$ cat config.mk
export PLATFORM = sky130hd
export DESIGN_NAME = qspi_slave_rx
export DESIGN_NICKNAME = d
export VERILOG_FILES = /design/src/rtl/qspi_slave_rx.sv
export SDC_FILE = /design/constraint.sdc
export NUM_CORES = 1
export LEC_CHECK = 0
export ABC_CLOCK_PERIOD_IN_PS = 7200
export CAP_MARGIN = 25
export CORE_MARGIN = 4
export CORE_UTILIZATION = 35
export DETAILED_ROUTE_END_ITERATION = 10
export PLACE_DENSITY = 0.57
export RECOVER_POWER = 50
export SYNTH_ARGS = -nofsm -noshare
export SYNTH_HDL_FRONTEND = slang
export SYNTH_SLANG_ARGS = --single-unit
$ cat constraint.sdc
create_clock -name io_mainClk -period 7.2 [get_ports io_mainClk]
set_clock_uncertainty 0.05 [all_clocks]
set_input_delay 1.44 -clock io_mainClk [delete_from_list [all_inputs] [get_ports io_mainClk]]
set_output_delay 1.44 -clock io_mainClk [all_outputs]
set_load 0.02 [all_outputs]
$ cat src/rtl/qspi_slave_rx.sv
// qspi_slave_rx
//   Receive-only QSPI slave. Oversamples the QSS/QCK/QD pads in the
//   io_mainClk domain, assembles high-then-low nibbles into bytes and
//   queues them, with a first-of-frame tag, in a show-ahead FIFO that
//   drains through a valid/ready stream.
// Ports
//   io_mainClk, reset        : clock, synchronous active-high reset
//   io_qspi_qss/qck/qd_read  : pad inputs (async to io_mainClk)
//   io_qspi_qd_write/_writeEnable : pad drivers, held at 0
//   io_rx_valid/ready/payload/first/occupancy : FIFO output stream
//   io_frameEnd, io_error    : 1-cycle pulses at end of frame / odd nibble
//   io_overflow, io_clearFlags : sticky byte-drop flag and its clear
module qspi_slave_rx #(
  parameter int FIFO_DEPTH  = 16,
  parameter int SYNC_STAGES = 2,
  localparam int AW = $clog2(FIFO_DEPTH)
) (
  input  logic          io_mainClk,
  input  logic          reset,
  input  logic          io_qspi_qss,
  input  logic          io_qspi_qck,
  input  logic [3:0]    io_qspi_qd_read,
  output logic [3:0]    io_qspi_qd_write,
  output logic [3:0]    io_qspi_qd_writeEnable,
  output logic          io_rx_valid,
  input  logic          io_rx_ready,
  output logic [7:0]    io_rx_payload,
  output logic          io_rx_first,
  output logic [AW:0]   io_rx_occupancy,
  output logic          io_frameEnd,
  output logic          io_error,
  output logic          io_overflow,
  input  logic          io_clearFlags
);

  typedef enum logic [1:0] {S_IDLE, S_HI, S_LO} state_t;

  // synchronizers: equal depth keeps QD aligned with QCK
  logic [SYNC_STAGES-1:0]      r_qss_sync, r_qck_sync;
  logic [SYNC_STAGES-1:0][3:0] r_qd_sync;
  logic                        r_qss_prev, r_qck_prev;
  // r_settle marks when the sync chain holds real pad values again after
  // reset; r_armed then waits for QSS high so a frame cut by reset is
  // ignored until the next genuine QSS falling edge.
  logic [SYNC_STAGES-1:0]      r_settle;
  logic                        r_armed;

  logic       w_qss_s, w_qck_s;
  logic [3:0] w_qd_s;
  logic       w_rise, w_qss_rise, w_qss_fall;

  assign w_qss_s    = r_qss_sync[SYNC_STAGES-1];
  assign w_qck_s    = r_qck_sync[SYNC_STAGES-1];
  assign w_qd_s     = r_qd_sync[SYNC_STAGES-1];
  assign w_rise     = w_qck_s & ~r_qck_prev;
  assign w_qss_rise = r_armed & w_qss_s & ~r_qss_prev;
  assign w_qss_fall = r_armed & ~w_qss_s & r_qss_prev;

  always_ff @(posedge io_mainClk) begin
    if (reset) begin
      r_qss_sync <= '1;
      r_qck_sync <= '0;
      r_qd_sync  <= '0;
      r_qss_prev <= 1'b1;
      r_qck_prev <= 1'b0;
      r_settle   <= '0;
      r_armed    <= 1'b0;
    end else begin
      r_qss_sync <= {r_qss_sync[SYNC_STAGES-2:0], io_qspi_qss};
      r_qck_sync <= {r_qck_sync[SYNC_STAGES-2:0], io_qspi_qck};
      r_qd_sync  <= {r_qd_sync[SYNC_STAGES-2:0], io_qspi_qd_read};
      r_qss_prev <= w_qss_s;
      r_qck_prev <= w_qck_s;
      r_settle   <= {r_settle[SYNC_STAGES-2:0], 1'b1};
      r_armed    <= r_armed | (r_settle[SYNC_STAGES-1] & w_qss_s);
    end
  end

  // frame FSM
  state_t     r_state, w_state_nxt;
  logic [3:0] r_nib_hi;
  logic       r_first_pending;
  logic       w_push, w_latch_hi, w_end, w_err;

  always_ff @(posedge io_mainClk) begin
    if (reset) r_state <= S_IDLE;
    else       r_state <= w_state_nxt;
  end

  // qss_rise takes priority, so a QCK rise in the same cycle is dropped
  always_comb begin
    w_state_nxt = r_state;
    w_push      = 1'b0;
    w_latch_hi  = 1'b0;
    w_end       = 1'b0;
    w_err       = 1'b0;
    if (w_qss_rise) begin
      w_state_nxt = S_IDLE;
      w_end       = 1'b1;
      w_err       = (r_state == S_LO);
    end else begin
      case (r_state)
        S_IDLE: if (w_qss_fall) w_state_nxt = S_HI;
        S_HI: if (w_rise && !w_qss_s) begin
          w_latch_hi  = 1'b1;
          w_state_nxt = S_LO;
        end
        S_LO: if (w_rise && !w_qss_s) begin
          w_push      = 1'b1;
          w_state_nxt = S_HI;
        end
        default: w_state_nxt = S_IDLE;
      endcase
    end
  end

  always_ff @(posedge io_mainClk) begin
    if (reset) begin
      r_nib_hi        <= '0;
      r_first_pending <= 1'b0;
      io_frameEnd     <= 1'b0;
      io_error        <= 1'b0;
    end else begin
      if (w_latch_hi) r_nib_hi <= w_qd_s;
      if (w_qss_fall)  r_first_pending <= 1'b1;
      else if (w_push) r_first_pending <= 1'b0;
      io_frameEnd <= w_end;
      io_error    <= w_err;
    end
  end

  // FIFO: entries are {first, byte}
  logic [8:0]  r_mem [FIFO_DEPTH];
  logic [AW-1:0] r_wptr, r_rptr;
  logic [AW:0] r_occ;
  logic        w_pop, w_wr;

  assign io_rx_valid = (r_occ != '0);
  assign w_pop       = io_rx_valid & io_rx_ready;
  // a pop in the same cycle frees the slot the push needs
  assign w_wr        = w_push & ((r_occ < (AW+1)'(FIFO_DEPTH)) | w_pop);

  always_ff @(posedge io_mainClk) begin
    if (w_wr) r_mem[r_wptr] <= {r_first_pending, r_nib_hi, w_qd_s};
  end

  always_ff @(posedge io_mainClk) begin
    if (reset) begin
      r_wptr      <= '0;
      r_rptr      <= '0;
      r_occ       <= '0;
      io_overflow <= 1'b0;
    end else begin
      if (w_wr)  r_wptr <= r_wptr + AW'(1);
      if (w_pop) r_rptr <= r_rptr + AW'(1);
      case ({w_wr, w_pop})
        2'b10:   r_occ <= r_occ + (AW+1)'(1);
        2'b01:   r_occ <= r_occ - (AW+1)'(1);
        default: r_occ <= r_occ;
      endcase
      if (w_push && !w_wr) io_overflow <= 1'b1;
      else if (io_clearFlags) io_overflow <= 1'b0;
    end
  end

  assign io_rx_first     = r_mem[r_rptr][8];
  assign io_rx_payload   = r_mem[r_rptr][7:0];
  assign io_rx_occupancy = r_occ;

  assign io_qspi_qd_write       = 4'h0;
  assign io_qspi_qd_writeEnable = 4'h0;

endmodule

==> flow_summary.json, run 1 <==
{
  "cts_made_buffers": 17,
  "critPathCaptureType": "output pin",
  "cp-start-kind": "register",
  "finalHoldViolCount": 0,
  "path_cells": "buf_4 -> mux4_2 -> mux4_2 -> clkdlybuf4s50_1",
  "synth_edf_count": 144,
  "syn_to_final_growth_pct": 17.4,
  "syn_area_mm2": 0.00735,
  "drt-initial-drc-count": 210,
  "min_period_over_period": 0.649,
  "crit_end": "io_rx_payload[6]",
  "slew_headroom": -0.0794,
  "cp_num_cells": 4,
  "drc": 0,
  "cpMostUsedCell": "mux4_2",
  "yosys_warnings": 0,
  "clk_latency_ns": 0.42,
  "cp.arrival_ns": 3.18,
  "tns_ns": 0,
  "dp_hpwl_um": 9540,
  "slew_violations": 39,
  "ys_ff_latch": 188,
  "hold_buffers": 0,
  "internal_power_w": 0.00185,
  "switchingPower_w": 0.000548,
  "antenna_found_initial": 0,
  "grt_pass1_vias": 3849,
  "avgSynthCellArea_um2": 17.7,
  "reg2regPathDepth": 10,
  "powerDensity_mw_per_mm2": 277,
  "nets": 477,
  "cts_tree": "done",
  "power_frac_seq": 0.499,
  "synth.distinct_cells": 53,
  "cts_sinks": 188,
  "yosysTopAreaCellShare": 0.588,
  "ant_nets": 0,
  "setup_violations": 0,
  "clkPwrFrac": 0.409,
  "ctsRootBufferMaster": "clkbuf_16",
  "ys.flop_type": "edfxtp_1",
  "yosysTopAreaCell": "edfxtp_1",
  "cpLargestDelayFamily": "buffers and inverters",
  "drive_gt1_frac": 0.230,
  "wl_um": 14700,
  "grt_overflow": 0,
  "io_buffer_count": 27,
  "syn_inst": 416,
  "cts_buffer_depth": 2,
  "r2r_start": "io_rx_occupancy[1]",
  "vias": 3728,
  "cts.repair.resized": 0,
  "synth_area_leaders": "edfxtp_1, mux4_2, dfxtp_1",
  "grt_pass1_wl_um": 22700,
  "diodes": 0,
  "die_w_um": 153,
  "start_util": 0.360,
  "cp_max_fo": 26,
  "crit_required_ns": 5.71,
  "final_util": 0.422,
  "firstDrtPassIters": 5,
  "die_y_um": 153,
  "dieArea_mm2": 0.0234,
  "core_area_mm2": 0.0204,
  "multi_input_area_mm2": 0.00199,
  "max_freq_ghz": 0.214,
  "top_level_ports": 36,
  "gp_congestion": 0.750,
  "via_per_inst": 5.02,
  "worst_pin_slew_ns": 1.62,
  "min_path_type": "reg -> reg",
  "grt_max_degree": 39,
  "post_cts_buffers": 0,
  "seqCellArea_mm2": 0.00521,
  "max_cap_violations": 1,
  "path_clk_slew_ns": 0.07,
  "ir_worst_vdd_uv": 160,
  "fillers": 1837,
  "cpMaxStageDelayCell": "dfxtp_2",
  "failed_checks": "capacitance limit, slew limit",
  "status": "finished with violations",
  "holdWs_ns": 0.361,
  "rows": 52,
  "path_class": "reg -> out",
  "critPathMaxStageDelay_ns": 0.58,
  "rsz0062_at_grt": "no",
  "async_reset_ff_frac": 0,
  "leakage_nw": 2.71,
  "ys_seq_area_frac": 0.708,
  "htreeDepth": 4,
  "fin_crit_ns": 4.67,
  "grt_usage": 0.130,
  "path_buf_inv": 2,
  "comb_power_share": 0.092,
  "reg2reg_setup_slack_ns": 4.18,
  "wl_per_cell_um": 19.9,
  "r2r-end": "io_rx_occupancy[4]",
  "p_sw_frac": 0.229
}
-- kinds of logic (layout without fill, tap and decap cells) --
family / Yosys count / in the layout / share of synthesized area
AOI/OAI and AO/OA: 25 / 25 / 0.0254
DFF: 188 / 188 / 0.708
and+or+nand+nor: 101 / 101 / 0.0713
adders and majority gates: 7 / 7 / 0.0119
xor gates and xnor gates: 8 / 8 / 0.00954
muxes: 51 / 51 / 0.146
other: 1 / 8 / 0.000510
buffers and inverters: 35 / 85 / 0.0269
-- metal layers --
metal / GRT usage / part of all wire
met1: 0.174 / 0.44
met2: 0.205 / 0.48
met3: 0.0376 / 0.060
met4: 0.0429 / 0.019
met5: 0 / 0
-- worst min path at each step --
stage                     cells after the start            end     startpoint
after detailed placement                      1  r_qss_sync[1]  r_qss_sync[0]
final                                         1  r_qss_sync[1]  r_qss_sync[0]
after CTS                                     1  r_qss_sync[1]  r_qss_sync[0]
after global routing                          1  r_qss_sync[1]  r_qss_sync[0]
after floorplan                               1  r_qss_sync[1]  r_qss_sync[0]
after global placement                        1  r_qss_sync[1]  r_qss_sync[0]
-- synthesized netlist by cell type (2+ instances only) --
cell	instances
or4_1	2
clkbuf_1	5
nor2b_1	15
ha_1	7
mux2i_1	6
nand3_1	6
nand2_1	11
or2_2	5
xor2_1	6
and3_1	2
nor2_1	37
nor3b_1	2
nor3_1	5
xnor2_1	2
buf_4	13
buf_1	6
nand2b_1	3
dfxtp_1	44
inv_1	5
a211oi_1	2
edfxtp_1	144
buf_6	2
a21oi_1	8
mux4_2	45
nand4_1	4
o21ai_0	2
-- placed cells by master (no fill, tap or decap), types with 3 or more instances in the layout --
cell type	count
edfxtp_1	144
bufinv_16	3
nand2b_1	3
nand3_1	6
inv_8	3
clkbuf_16	17
inv_1	5
nor3_2	3
mux2i_1	6
dfxtp_1	43
buf_4	10
xor2_1	6
conb_1	8
nor2b_1	15
nand2_1	11
or2_2	5
clkdlybuf4s50_1	26
nor2_1	37
inv_6	3
a21oi_1	8
mux4_2	45
buf_6	8
ha_1	7
nand4_1	4
-- layout make-up --
type                       count  area share
clock buffer                  17      0.0493
sequential                   188       0.604
clock inverter                15      0.0236
tap                          270      0.0392
timing repair buffer          46      0.0509
multi-input combinational    200       0.230
inverter                       7     0.00305
-- sequential cells by signal (all words and copies together), names as in the netlist, named ones only --
name and flops:
io_rx_occupancy 5, r_settle 2, r_qd_sync 4, io_error 1, r_state 2, r_qss_sync 2, r_qss_prev 1, r_first_pending 1
r_mem 144, r_qck_sync 2, io_frameEnd 1, r_rptr 4, r_wptr 4, w_qd_s 4, r_nib_hi 4, io_overflow 1
r_armed 1, r_qck_prev 1
-- power by group through the flow --
| stage | logic (W) | clock network (W) | registers, W |
|---|---|---|---|
| global placement | 0.000220 | 0 | 0.00122 |
| detailed placement | 0.000223 | 0 | 0.00122 |
| CTS | 0.000224 | 0.000999 | 0.00120 |
| global route | 0.000237 | 0.00105 | 0.00120 |
| finish | 0.000220 | 0.000978 | 0.00120 |
| floorplan | 0.000179 | 0 | 0.00121 |
-- metrics by stage --
stage	worst slack, ns	std cells	instance area, µm²	total power, W
global route	2.29	743	8630	0.00248
CTS	2.43	741	8610	0.00242
finish	2.53	743	8630	0.00239
global placement	2.90	700	7890	0.00144
floorplan	3.86	423	7370	0.00139
detailed placement	2.88	709	7980	0.00144
Note: power is estimated with default switching activity, not from simulation.
==> run 2: changes to the inputs <==
--- a/config.mk
+++ b/config.mk
@@ -5,7 +5,7 @@
 export SDC_FILE = /design/constraint.sdc
 export NUM_CORES = 1
 export LEC_CHECK = 0
-export ABC_CLOCK_PERIOD_IN_PS = 7200
+export ABC_CLOCK_PERIOD_IN_PS = 4500
 export CAP_MARGIN = 25
 export CORE_MARGIN = 4
 export CORE_UTILIZATION = 35
==> constraint.sdc (replaced) <==
create_clock -name io_mainClk -period 4.5 [get_ports io_mainClk]
set_clock_uncertainty 0.05 [all_clocks]
set_input_delay 0.9 -clock io_mainClk [delete_from_list [all_inputs] [get_ports io_mainClk]]
set_output_delay 0.9 -clock io_mainClk [all_outputs]
set_load 0.02 [all_outputs]
==> run 2 against run 1 <==
Net effect: the run still ends with capacitance limit, slew limit left; non-clock buffer count is 8 lower; final cell count is 1.1% lower; die area unchanged; via count is 2.4% lower; sequential cell count is the same; critical path depth is the same; global-route usage shrank 0.53 points; worst setup slack got worse by 1.9 ns; combinational power rose by 64%; critical endpoint is now io_rx_payload[4]; largest cell class unchanged; highest routed layer unchanged.
==> flow_summary.json, run 2 (synthesized netlist as in run 1, its figures left out) <==
{
  "r2r-end": "io_rx_occupancy[3]",
  "min_to": "r_qss_sync[1]",
  "p_sw_frac": 0.241,
  "max_cap_violations": 1,
  "cp-start-kind": "register",
  "cts_made_buffers": 17,
  "clk_latency_ns": 0.42,
  "critPathCaptureType": "output pin",
  "clkPwrFrac": 0.396,
  "wl_um": 14000,
  "dpl_worst_slack_ns": 0.876,
  "dieArea_mm2": 0.0234,
  "start_util": 0.360,
  "setup_violations": 0,
  "vias": 3640,
  "r2r_start": "io_rx_occupancy[1]",
  "syn_to_final_growth_pct": 15.8,
  "grt_overflow": 0,
  "most-common-layout-cells": "edfxtp_1, mux4_2, dfxtp_1",
  "ctsRootBufferMaster": "clkbuf_16",
  "tns_ns": 0,
  "top_level_ports": 36,
  "rsz0062_at_grt": "no",
  "cts_tree": "done",
  "grt_usage": 0.124,
  "leakage_nw": 2.63,
  "internal_power_w": 0.00286,
  "htreeDepth": 4,
  "reg2reg_setup_slack_ns": 1.42,
  "ir_worst_vdd_uv": 370,
  "slew_headroom": -0.0742,
  "crit_required_ns": 3.55,
  "cts.repair.resized": 0,
  "path_cells": "buf_12 -> mux4_2 -> mux4_2 -> clkdlybuf4s50_1",
  "max_freq_ghz": 0.256,
  "largest_reg_flops": 144,
  "firstDrtPassIters": 4,
  "die_y_um": 153,
  "antenna_found_initial": 0,
  "largest-register": "r_mem",
  "cts_sinks": 188,
  "setup_ws_ns": 0.590,
  "finalPower_w": 0.00376,
  "min_path_type": "reg -> reg",
  "core_area_mm2": 0.0204,
  "gp_congestion": 0.751,
  "powerDensity_mw_per_mm2": 442,
  "wl_per_cell_um": 19.0,
  "holdWs_ns": 0.363,
  "comb_power_share": 0.096,
  "rows": 52,
  "path_class": "reg -> out",
  "critPathMaxStageDelay_ns": 0.60,
  "slew_violations": 39,
  "min_period_over_period": 0.869,
  "fin_crit_ns": 3.91,
  "post_cts_buffers": 0,
  "dp_hpwl_um": 9170,
  "grt_pass1_vias": 3807,
  "grt_max_degree": 39,
  "drive_gt1_frac": 0.209,
  "worst_pin_slew_ns": 1.61,
  "cts_buffer_depth": 2,
  "grt_pass1_wl_um": 22200,
  "hold_path_depth": 1,
  "power_frac_seq": 0.508,
  "io_buffer_count": 27,
  "hold_buffers": 0,
  "cp_max_fo": 26,
  "path_clk_slew_ns": 0.07,
  "finalHoldViolCount": 0,
  "switchingPower_w": 0.000906,
  "cpMaxStageDelayCell": "dfxtp_2",
  "ant_nets": 0,
  "nets": 469,
  "drt-initial-drc-count": 301,
  "worstHoldStart": "r_qss_sync[0]",
  "reg2regPathDepth": 9,
  "drc": 0,
  "cpMostUsedCell": "mux4_2",
  "failed_checks": "capacitance limit, slew limit",
  "via_per_inst": 4.95,
  "final_common_cell": "edfxtp_1",
  "die_w_um": 153,
  "status": "finished with violations",
  "cp.arrival_ns": 2.96,
  "diodes": 0
}
## run 2: cell count changes in the layout (fill, tap and decap cells not counted), sizes merged
cell,before,now
buf,18,10
clkinv,5,8
clkinvlp,2,1
bufinv,3,1
## run 2: stage by stage
step | utilization | cells | cell area, µm²
final | 0.416 | 735 | 8510
after global routing | 0.416 | 735 | 8510
after CTS | 0.417 | 735 | 8510
after detailed placement | 0.387 | 703 | 7910
after global placement | 0.387 | 703 | 7910
after floorplan | - | 423 | 7370
## run 2: power by group through the flow
stage	clock [W]	sequential, W	combinational, W
after global placement	0	0.00195	0.000364
after detailed placement	0	0.00195	0.000365
final	0.00149	0.00191	0.000361
after floorplan	0	0.00193	0.000284
after global routing	0.00160	0.00192	0.000391
after CTS	0.00152	0.00191	0.000368
## run 2: metal layers
layer | wire length [µm] | GRT usage | share of wire
met1 | 6180 | 0.165 | 0.44
met2 | 7060 | 0.208 | 0.51
met3 | 595 | 0.0283 | 0.043
met4 | 138 | 0.0331 | 0.0099
met5 | 0 | 0 | 0
## run 2: how the worst max path moves through the flow
stage                    endpoint
6_report         io_rx_payload[4]
5_1_grt        io_rx_occupancy[4]
4_1_cts          io_rx_payload[4]
3_5_place_dp   io_rx_occupancy[3]
3_3_place_gp   io_rx_occupancy[4]
2_1_floorplan  io_rx_occupancy[4]
## run 2: worst max-delay path, delay by kind of cell, from the launching register on
kind | cells | cell delay, ns
DFF | 1 | 0.60
buffers and inverters | 2 | 0.87
muxes | 2 | 1.06
## run 2: final cells by class
type                            count  area (µm²)
Timing Repair Buffer               38         362
Multi-Input combinational cell    200        1970
Fill cell                        1826       11900
Sequential cell                   188        5210
Tap cell                          270         338
Clock buffer                       17         425
Clock inverter                     15         176
Inverter                            7        26.3
==> run 3: changes to the inputs <==
--- a/config.mk
+++ b/config.mk
@@ -5,6 +5,7 @@
 export SDC_FILE = /design/constraint.sdc
 export NUM_CORES = 1
 export LEC_CHECK = 0
+export ABC_AREA = 1
 export ABC_CLOCK_PERIOD_IN_PS = 4500
 export CAP_MARGIN = 25
 export CORE_MARGIN = 4
==> run 3 against run 2 <==
Net effect: the run ends with DRC left; clock power is essentially flat; power grew 25%; die area grew 3.5%; final cell count grew 27%; synthesized area grew 3.7%; maximum frequency grew 8.9%; critical path depth grew 2; worst setup slack gained 0.32 ns; via count grew 27%; critical endpoint is now io_rx_payload[5]; largest cell class unchanged; largest power group unchanged; highest routed layer unchanged.
==> flow_summary.json, run 3 <==
{
  "setup_violations": 0,
  "yosysTopAreaCellShare": 0.567,
  "max_freq_ghz": 0.278,
  "largest_reg_flops": 144,
  "finalHoldViolCount": 0,
  "cts_tree": "done",
  "worstHoldStart": "r_settle[0]",
  "min_to": "r_settle[1]",
  "die_y_um": 156,
  "yosysMostFrequentCell": "edfxtp_1",
  "nets": 662,
  "reg2regPathDepth": 8,
  "largest-register": "r_mem",
  "path_cells": "buf_4 -> mux2i_1 -> o211ai_1 -> nand3_1 -> nand2_1 -> clkdlybuf4s50_1",
  "ys_ff_latch": 188,
  "reg2reg_setup_slack_ns": 2.20,
  "diodes": 0,
  "cp_max_fo": 40,
  "grt_max_degree": 54,
  "rows": 53,
  "synth_edf_count": 144,
  "drive_gt1_frac": 0.0868,
  "start_util": 0.359,
  "syn_area_mm2": 0.00762,
  "syn_inst": 617,
  "core_area_mm2": 0.0212,
  "min_period_over_period": 0.798,
  "fillers": 2002,
  "syn_to_final_growth_pct": 14.3,
  "cp-start-kind": "register",
  "antenna_found_initial": 0,
  "rsz0062_at_grt": "no",
  "ys_seq_area_frac": 0.683,
  "via_per_inst": 4.95,
  "yosys_warnings": 0,
  "powerDensity_mw_per_mm2": 539,
  "ys.flop_type": "edfxtp_1",
  "cts.repair.resized": 0,
  "failed_checks": "DRC",
  "critPathCaptureType": "output pin",
  "cts_made_buffers": 17,
  "die_w_um": 156,
  "cpLargestDelayFamily": "buffers and inverters",
  "worst_pin_slew_ns": 1.06,
  "fin_crit_ns": 3.59,
  "stdcell_count": 932,
  "ir_worst_vdd_uv": 301,
  "synth.distinct_cells": 36,
  "grt_overflow": 0,
  "status": "finished with violations",
  "slew_violations": 0,
  "seqCellArea_mm2": 0.00521,
  "path_class": "reg -> out",
  "yosysTopAreaCell": "edfxtp_1",
  "hold_path_depth": 2,
  "ant_nets": 0,
  "synth_area_leaders": "edfxtp_1, dfxtp_1, mux2i_1",
  "path_clk_slew_ns": 0.06,
  "avgSynthCellArea_um2": 12.4,
  "top_level_ports": 36,
  "multi_input_area_mm2": 0.00193,
  "hold_buffers": 0,
  "dp.cells": 898,
  "vias": 4617,
  "slew_headroom": 0.292,
  "drc": 2,
  "grt_pass1_vias": 4718,
  "leakage_nw": 3.16,
  "grt_pass1_wl_um": 25500,
  "firstDrtPassIters": 8,
  "path_buf_inv": 2,
  "htreeDepth": 4,
  "gp_congestion": 0.818,
  "io_buffer_count": 27,
  "dieArea_mm2": 0.0242,
  "cts_sinks": 188,
  "grt_usage": 0.137,
  "async_reset_ff_frac": 0,
  "ctsRootBufferMaster": "clkbuf_16",
  "r2r_start": "r_state[1]",
  "cpMaxStageDelayCell": "clkdlybuf4s50_1",
  "r2r-end": "r_mem[0][2]",
  "crit_required_ns": 3.55,
  "min_path_type": "reg -> reg",
  "most-common-layout-cells": "edfxtp_1, inv_1, nor2_1",
  "cts_buffer_depth": 2,
  "tns_ns": 0,
  "clk_latency_ns": 0.42,
  "cp.arrival_ns": 2.64,
  "synth_commonest_cells": "edfxtp_1, inv_1, nor2_1, a21oi_1, dfxtp_1",
  "max_cap_violations": 0,
  "dp_hpwl_um": 10400,
  "wl_per_cell_um": 17.3,
  "drt-initial-drc-count": 372,
  "final_common_cell": "edfxtp_1",
  "critPathMaxStageDelay_ns": 0.60,
  "wl_um": 16200,
  "post_cts_buffers": 0
}
-- run 3: cell types whose count changed after synthesis, sizes merged, moves of 16 or more --
| cell | before | now |
|---|---|---|
| nand3 | 6 | 22 |
| mux2i | 6 | 36 |
| nor2 | 37 | 55 |
| o21ai | 2 | 58 |
| a21oi | 8 | 51 |
| nand2 | 12 | 36 |
| mux4 | 45 | 0 |
| inv | 6 | 73 |
| o211ai | 1 | 36 |
-- run 3: power breakdown --
part	internal, W	switching [W]
registers	0.00190	0.0000762
clock network	0.000869	0.000618
logic	0.000492	0.000741
total	0.00326	0.00143
-- run 3: logic make-up (layout without fill, tap and decap cells) --
group                    count (synthesis)  after routing  synth area share
other                                    1              8          0.000492
adder cells (fa/ha/maj)                  7              7            0.0115
AO/OA/AOI/OAI                          146            146             0.110
XOR/XNOR                                 4              4           0.00460
buffers and inverters                  111            144            0.0671
multiplexers                            36             36            0.0473
flip-flops                             188            188             0.683
AND/OR/NAND/NOR                        124            124            0.0765
-- run 3: final cells by class --
class	instances	area share
clock buffer	20	0.0501
clock inverter	11	0.0164
inverter	76	0.0333
timing repair buffer	37	0.0411
multi-input combinational	325	0.222
sequential	188	0.598
tap	275	0.0395
-- run 3: metrics by stage --
step                      setup slack [ns]  hold slack, ns  cell area (µm²)  power [W]  utilization
after floorplan                       2.18           0.338             7650    0.00289            -
after CTS                            0.889           0.359             8690    0.00472        0.410
final                                0.909           0.354             8710    0.00469        0.411
after global routing                 0.749           0.387             8710    0.00494        0.411
after detailed placement              1.31           0.349             8110    0.00324        0.382
after global placement                1.27           0.345             8100    0.00322        0.382
-- run 3: worst register-to-register path, stage by stage, from the launching register on --
cell and delay (ns):
dfxtp_1 0.38, inv_2 0.07, nor2_4 0.10, inv_2 0.07, nor2_8 0.14, nand2_4 0.09
clkinv_4 0.07, nand2_1 0.12, nor2_1 0.82
-- run 3: routing by layer --
layer / GRT usage / share of wire / vias up
li1: - / - / 2225
met1: 0.186 / 0.46 / 2243
met2: 0.213 / 0.47 / 135
met3: 0.0424 / 0.057 / 14
met4: 0.0383 / 0.0092 / 0
met5: 0 / 0 / -
-- run 3: how the worst max path moves through the flow --
stage | from | to | slack (ns) | depth (start not counted)
global placement | io_rx_ready | r_mem[2][3] | 1.27 | 7
detailed placement | io_rx_ready | r_mem[5][5] | 1.31 | 7
CTS | register | io_rx_payload[5] | 0.89 | 6
finish | register | io_rx_payload[5] | 0.91 | 6
floorplan | io_rx_ready | io_rx_occupancy[2] | 2.18 | 12
global route | register | io_rx_payload[7] | 0.75 | 6
